[config.mk]
export PLATFORM = sky130hd
export DESIGN_NAME = logic_unit_pipe
export DESIGN_NICKNAME = d
export VERILOG_FILES = /design/src/rtl/logic_unit_pipe.sv
export SDC_FILE = /design/constraint.sdc
export NUM_CORES = 1
export LEC_CHECK = 0
export ABC_AREA = 0
export ABC_CLOCK_PERIOD_IN_PS = 2780
export BUFFER_PORTS_ARGS = -buffer_cell sky130_fd_sc_hd__buf_4
export CAP_MARGIN = 0
export CORE_ASPECT_RATIO = 0.5
export CORE_MARGIN = 10
export CORE_UTILIZATION = 52
export CTS_CLUSTER_SIZE = 10
export DETAILED_ROUTE_END_ITERATION = 10
export PLACE_DENSITY = 0.87
export SLEW_MARGIN = 20
export SYNTH_ARGS = -nofsm -noshare
export SYNTH_HDL_FRONTEND = slang
export SYNTH_SLANG_ARGS = --single-unit
[constraint.sdc]
create_clock -name clk -period 2.78 [get_ports clk]
set_input_delay 0.556 -clock clk [delete_from_list [all_inputs] [get_ports clk]]
set_output_delay 0.556 -clock clk [all_outputs]
set_load 0.05 [all_outputs]
[src/rtl/logic_unit_pipe.sv]
//------------------------------------------------------------------------------
// Module  : logic_unit_pipe
// Brief   : Registered bitwise logic unit with XOR-accumulator, valid/ready
//           handshake on both sides, and parity/zero result flags.
// Revision: 1.0 - initial release
//------------------------------------------------------------------------------
`default_nettype none

module logic_unit_pipe #(
  parameter int               WIDTH    = 32,
  parameter logic [WIDTH-1:0] ACC_INIT = '0
) (
  input  logic             clk,
  input  logic             reset,
  input  logic             in_valid,
  output logic             in_ready,
  input  logic [2:0]       op,
  input  logic [WIDTH-1:0] a,
  input  logic [WIDTH-1:0] b,
  output logic             out_valid,
  input  logic             out_ready,
  output logic [WIDTH-1:0] result,
  output logic             parity,
  output logic             zero,
  output logic [WIDTH-1:0] acc
);

  localparam logic [2:0] c_OP_AND      = 3'b000;
  localparam logic [2:0] c_OP_OR       = 3'b001;
  localparam logic [2:0] c_OP_XOR      = 3'b010;
  localparam logic [2:0] c_OP_NOR      = 3'b011;
  localparam logic [2:0] c_OP_XNOR     = 3'b100;
  localparam logic [2:0] c_OP_ANDN     = 3'b101;
  localparam logic [2:0] c_OP_ACC_XOR  = 3'b110;
  localparam logic [2:0] c_OP_ACC_LOAD = 3'b111;

  logic             r_out_valid;
  logic [WIDTH-1:0] r_result;
  logic             r_parity;
  logic             r_zero;
  logic [WIDTH-1:0] r_acc;

  logic             w_accept;
  logic [WIDTH-1:0] w_result;
  logic [WIDTH-1:0] w_acc_next;

  // A stalled result blocks new input so it can never be overwritten.
  assign in_ready = !r_out_valid || out_ready;
  assign w_accept = in_valid && in_ready;

  always_comb begin
    w_result   = '0;
    w_acc_next = r_acc;
    case (op)
      c_OP_AND:      w_result = a & b;
      c_OP_OR:       w_result = a | b;
      c_OP_XOR:      w_result = a ^ b;
      c_OP_NOR:      w_result = ~(a | b);
      c_OP_XNOR:     w_result = ~(a ^ b);
      c_OP_ANDN:     w_result = a & ~b;
      c_OP_ACC_XOR: begin
        w_acc_next = r_acc ^ a ^ b;
        w_result   = w_acc_next;
      end
      c_OP_ACC_LOAD: begin
        w_acc_next = a;
        w_result   = a;
      end
      default:       w_result = '0;
    endcase
  end

  always_ff @(posedge clk) begin
    if (reset) begin
      r_out_valid <= 1'b0;
      r_result    <= '0;
      r_parity    <= 1'b0;
      r_zero      <= 1'b1;
      r_acc       <= ACC_INIT;
    end else if (w_accept) begin
      // Flags come from the same next-result value so they never lag result.
      r_out_valid <= 1'b1;
      r_result    <= w_result;
      r_parity    <= ^w_result;
      r_zero      <= (w_result == '0);
      r_acc       <= w_acc_next;
    end else if (out_ready) begin
      r_out_valid <= 1'b0;
    end
  end

  assign out_valid = r_out_valid;
  assign result    = r_result;
  assign parity    = r_parity;
  assign zero      = r_zero;
  assign acc       = r_acc;

endmodule

`default_nettype wire

# Word-level counts from Yosys, hierarchy flattened
# Cells that the tools add are included.
word_totals:
  register_bits: 67
  out_inout_bits: 68
  elab_cells: 34
  input_bits: 71
classes:
  eq_ne: 7
  n_bitwise: 9
  n_reduce_logical: 9
  mux: 4
op_table:
  columns: ["op", "count"]
  rows:
  - ["one-hot mux 32 bit (8 select lines)", 1]
  - ["inverter 32 bit", 3]
  - ["XOR 32 bit", 3]
  - ["bitwise AND 32 bit", 2]
  - ["one-hot mux 32 bit (2 select lines)", 1]
  - ["logical NOT 32 bit", 1]
  - ["bitwise OR 32 bit", 1]
  - ["parity 32 bit", 1]
  - ["== test 3 bit (second input constant)", 4]
  - ["== test 3 x 2 -> 1 bit (second input constant)", 2]
  - ["nonzero test 2 bit", 2]
  - ["== test 3 x 1 -> 1 bit (second input constant)", 1]
  - ["logical NOT 3 bit", 1]
  - ["two-way mux 1 bit", 2]
  - ["AND reduction 2 bit", 1]
  - ["logical AND 1 bit", 1]
  - ["logical NOT 1 bit", 1]
  - ["logical OR 1 bit", 1]

# Depth between registers and ports, before layout
depth:
  depth_word: 4
  depth_mapped: 13
  depth_no_buf: 13

# Worst setup path before layout
# Ideal clock, no wire load.
synth_path:
  path_type: "input -> register"
  start: "input a[13]"
  end: "register r_parity, in the netlist parity"
  path_buffers: 0
  required_time_ns: 2.693
  path_slack_ns: 0.094
  stages: 12
  setup_ns: 0.087
  arrival_ns: 2.599
  cell_sequence: "inv_1 ha_1 mux2_1 a2bb2oi_1 o221ai_1 a21oi_1 ha_1 xnor2_1 xnor2_1 xnor2_1 xnor2_1 a211oi_1"
synth_between:
  elab_chain_cells: 4
  elab_cells_between_ends: 10
  classes_between: "1 x mux; 8 x bitwise; 1 x reduce/logical"
synth_rtl:
  columns: ["item", "line", "rtl"]
  rows:
  - ["start, declared", "18", "input logic [WIDTH-1:0] a,"]
  - ["XOR 32 bit, or another cell as far along (2 in a row)", "62", "w_acc_next = r_acc ^ a ^ b;"]
  - ["one-hot mux 32 bit (8 select lines) (*)", "54", "case (op)"]
  - ["parity 32 bit (*)", "84", "r_parity <= ^w_result;"]
  - ["end signal, assigned", "84", null]
  - ["end, declared", "39", "logic r_parity;"]
# Every way passes the cells marked *; elsewhere a longest branch is shown, timed or not.
# A chain may end at the register's enable or synchronous reset.

# Worst setup path in the final report
layout_path:
  start: "input op[0]"
  end: "register r_parity, in the netlist parity"
layout_between:
  elab_chain_cells: 3
  elab_cells_between_ends: 10
  classes_between: "7 x eq/ne; 1 x mux; 2 x reduce/logical"
layout_rtl:
  columns: ["item", "line", "rtl"]
  rows:
  - ["start, declared", "17", "input logic [2:0] op,"]
  - ["== test 3 bit, or another cell as far along", "54", null]
  - ["one-hot mux 32 bit (8 select lines) (*)", "54", null]
  - ["parity 32 bit (*)", "84", null]
# Marked as above.

==> key figures <==
Run status
  • Status: complete, but fails checks
  • Failing checks: DRC

Yosys
  • Post-Syn Area: 0.007204 mm2
  • Area contributors post-synth: dfxtp_1 (19%), a21oi_1 (9.9%), ha_1 (8.3%), mux2i_1 (6.9%), nand2_1 (6.0%)
  • Biggest area consumer among synthesized cells: dfxtp_1
  • Synth cell types: 41
  • Post-synth top area share: 18.62%
  • Yosys warns: 0
  • Count leader, synth: a21oi_1
  • Ys async rst share: 0%
  • Post-Syn Instances: 982
  • Synth Net Count: 1101
  • Post-synthesis sequential area ratio: 18.62%
  • Syn avg cell area: 7.336 um2
  • Most frequent cells after synthesis: a21oi_1 (142), nand2_1 (115), dfxtp_1 (67), inv_1 (65), o21ai_0 (54)
  • Post-synth EDFFs: 0
  • Yosys reg bits: 67
  • Top_reg_cell synth: dfxtp_1

Floorplan
  • Core ar.: 0.01355 mm2
  • Die height: 103.2 um
  • Initial Utilization: 53.17%
  • Die width: 186.5 um
  • Num ports: 139
  • DIE AREA: 0.01925 mm2
  • Row count: 30

Clock tree
  • Sink Count: 67
  • Hold_buf cts: 0
  • Worst-path clk slew: 0.06 ns
  • H-tree levels: 3
  • Clk buf depth: 2
  • Clk root buf: clkbuf_16
  • TritonCTS buffer count: 9
  • CTS tree: yes
  • Worst skew pair latency: 0.36 ns

Setup path
  • R2r endpoint: parity
  • Reg2Reg Depth: 11
  • Crit path capture type: register
  • CP startpoint kind: input port
  • Reg2Reg Setup Slack: 0.10 ns
  • Critical R2R Launch: acc[11]
  • Critical path class: input port to register
  • Crit path arrival time: 2.97 ns
  • Worst-path fanout max: 16
  • Worst path required time: 2.97 ns

Timing
  • Worst-margin pin slew: 0.9759 ns
  • Slew Viols, Final: 0
  • Peak Freq: 0.3601 GHz
  • PnR worst setup slack: 0.002959 ns
  • Min Hold Slack: 0.4636 ns
  • Slew HR: 34.94%
  • Final setup vio count: 0
  • Min Tclk post-route: 2.777 ns
  • Tcrit/Tclk final: 99.89%
  • Skew final: 0.01051 ns
  • Final Hold Vio Count: 0

Min path
  • Hold path depth: 3
  • Hold EP: out_valid
  • Worst Hold Class: input port to register
  • Hold path start: in_valid

Global routing
  • Number of global-route vias before repair: 8926
  • Tot GR Track Use: 26.67%
  • Initial antenna violation count: 1
  • Largest net degree at the start of global routing: 68
  • First-pass GRT wire length: 42840 um
  • Grt ovf: 0

Routing
  • Drt wl/cell: 19.64 um
  • DR vias: 9068
  • Drt total wl: 28410 um
  • DRT iter0 DRCs: 1210
  • Post-DRT Antenna Nets: 0
  • # DRC: 1
  • DRT Pass-1 Iters: 8
  • Via density: 6.267

Power and ir drop
  • Pwr dens: 444.0 mW/mm2
  • Clk network pwr share: 28.0%
  • Psw: 1.809 mW
  • Maximum vdd drop: 361.4 uV
  • Internal power: 2.705 mW
  • Part of the power in registers: 24.0%
  • Leakage: 4.701 nW
  • Sw frac: 40.08%
  • Comb pwr share: 48.0%

Finish
  • Fraction of layout cells with a size suffix above 1: 31.31%
  • NumNets Final: 1369
  • Filler cells: 869
  • Antenna Cells: 0
  • Synth-to-layout area growth: 41.11%

Placement
  • DP HPWL: 19200 um
  • Setup Slack @ Placement: -0.3419 ns
  • Gp weighted congestion: 0.9433
  • IO Port Bufs: 138

Run
  • Maximum Capacitance Violations: 0
## power by group through the flow
stage | sequential (mW) | clock, mW | combinational [mW]
floorplan | 1.31 | 0 | 0.989
global placement | 1.10 | 0 | 1.89
detailed placement | 1.10 | 0 | 1.95
CTS | 1.08 | 1.25 | 1.99
global route | 1.09 | 1.30 | 2.31
finish | 1.08 | 1.26 | 2.17
## placed cells by master, fill, tap and decap left out, types with 2 or more instances in the layout
cell type and n:
a211oi_2 21, o21ai_1 16, buf_12 12, a211oi_1 6, and3_1 2, inv_1 64
nor3_1 7, clkbuf_16 10, buf_4 313, o221ai_1 7, o21ai_0 54, nand2b_1 28
and2_1 6, xor2_1 33, nand2_1 114, dfxtp_1 67, mux2_1 31, a311oi_1 6
o22ai_1 51, xnor2_2 4, ha_1 47, nor2_1 45, nand4_1 4, inv_6 2
o2bb2ai_1 6, o22a_1 25, a21oi_1 128, clkinv_4 2, nor3b_1 26, a22oi_1 5
xnor2_1 16, a21oi_2 14, mux2i_1 50, o31ai_1 7, nand3_1 7
## timing repair
item,in CTS,in global routing
setup buffers,0,2
resized for setup,0,34
setup endpoints to repair,0,2
## worst max path at each step
stage,slack (ns),end,start,cells past startpoint
after floorplan,0.09,parity,a[13],12
after global placement,-0.20,parity,a[13],13
after detailed placement,-0.34,parity,op[1],12
after CTS,0.002,parity,op[1],12
after global routing,-0.23,parity,op[0],14
final,0.003,parity,op[0],14
## per-layer routing
| metal | global-route usage, % | vias to the layer above | wire, um |
|---|---|---|---|
| met4 | 13.42 | 2 | 1271 |
| li1 | - | 4061 | - |
| met3 | 7.597 | 176 | 3136 |
| met1 | 30.58 | 4202 | 11090 |
| met2 | 45.75 | 627 | 12900 |
| met5 | 0 | - | 11 |
## layout make-up
type / count / area, um2 / area share [%]
tap: 192 / 240.2 / 2.363
sequential: 67 / 1341 / 13.19
multi-input combinational: 779 / 5399 / 53.11
clock buffer: 9 / 225.2 / 2.215
clock inverter: 7 / 83.83 / 0.8246
timing repair buffer: 327 / 2626 / 25.83
inverter: 66 / 250.2 / 2.462
## worst max-delay path, stage by stage
cell and delay, ns:
buf_4 0.21, buf_12 0.18, buf_4 0.13, mux2i_1 0.19, o22ai_1 0.12, a21oi_1 0.22
a21oi_2 0.11, ha_1 0.30, xnor2_1 0.13, buf_4 0.15, xnor2_1 0.21, xnor2_1 0.19
xnor2_1 0.17, a211oi_2 0.09
## registers in the layout (all words and copies together), names as in the netlist
name	count
acc	32
parity	1
zero	1
out_valid	1
result	32
## cell families after synthesis
group / after synthesis / share of synthesized area [%]
AO/OA/AOI/OAI: 349 / 30.31
AND/OR/NAND/NOR: 246 / 16.03
buffers and inverters: 136 / 8.197
multiplexers: 82 / 11.95
flip-flops: 67 / 18.62
XOR/XNOR: 54 / 6.565
adder cells (fa/ha/maj): 48 / 8.336
## through the flow
step	instances	total power, mW	util (%)	area (um2)	TNS, ns
5_1_grt	1447	4.692	75.02	10170	-0.2343
3_3_place_gp	1428	2.985	71.31	9663	-0.2862
4_1_cts	1444	4.320	73.59	9972	0
3_5_place_dp	1428	3.053	71.31	9663	-0.4798
6_report	1447	4.514	75.02	10170	0
2_1_floorplan	982	2.299	-	7204	0
(Power assumes the default switching activity.)
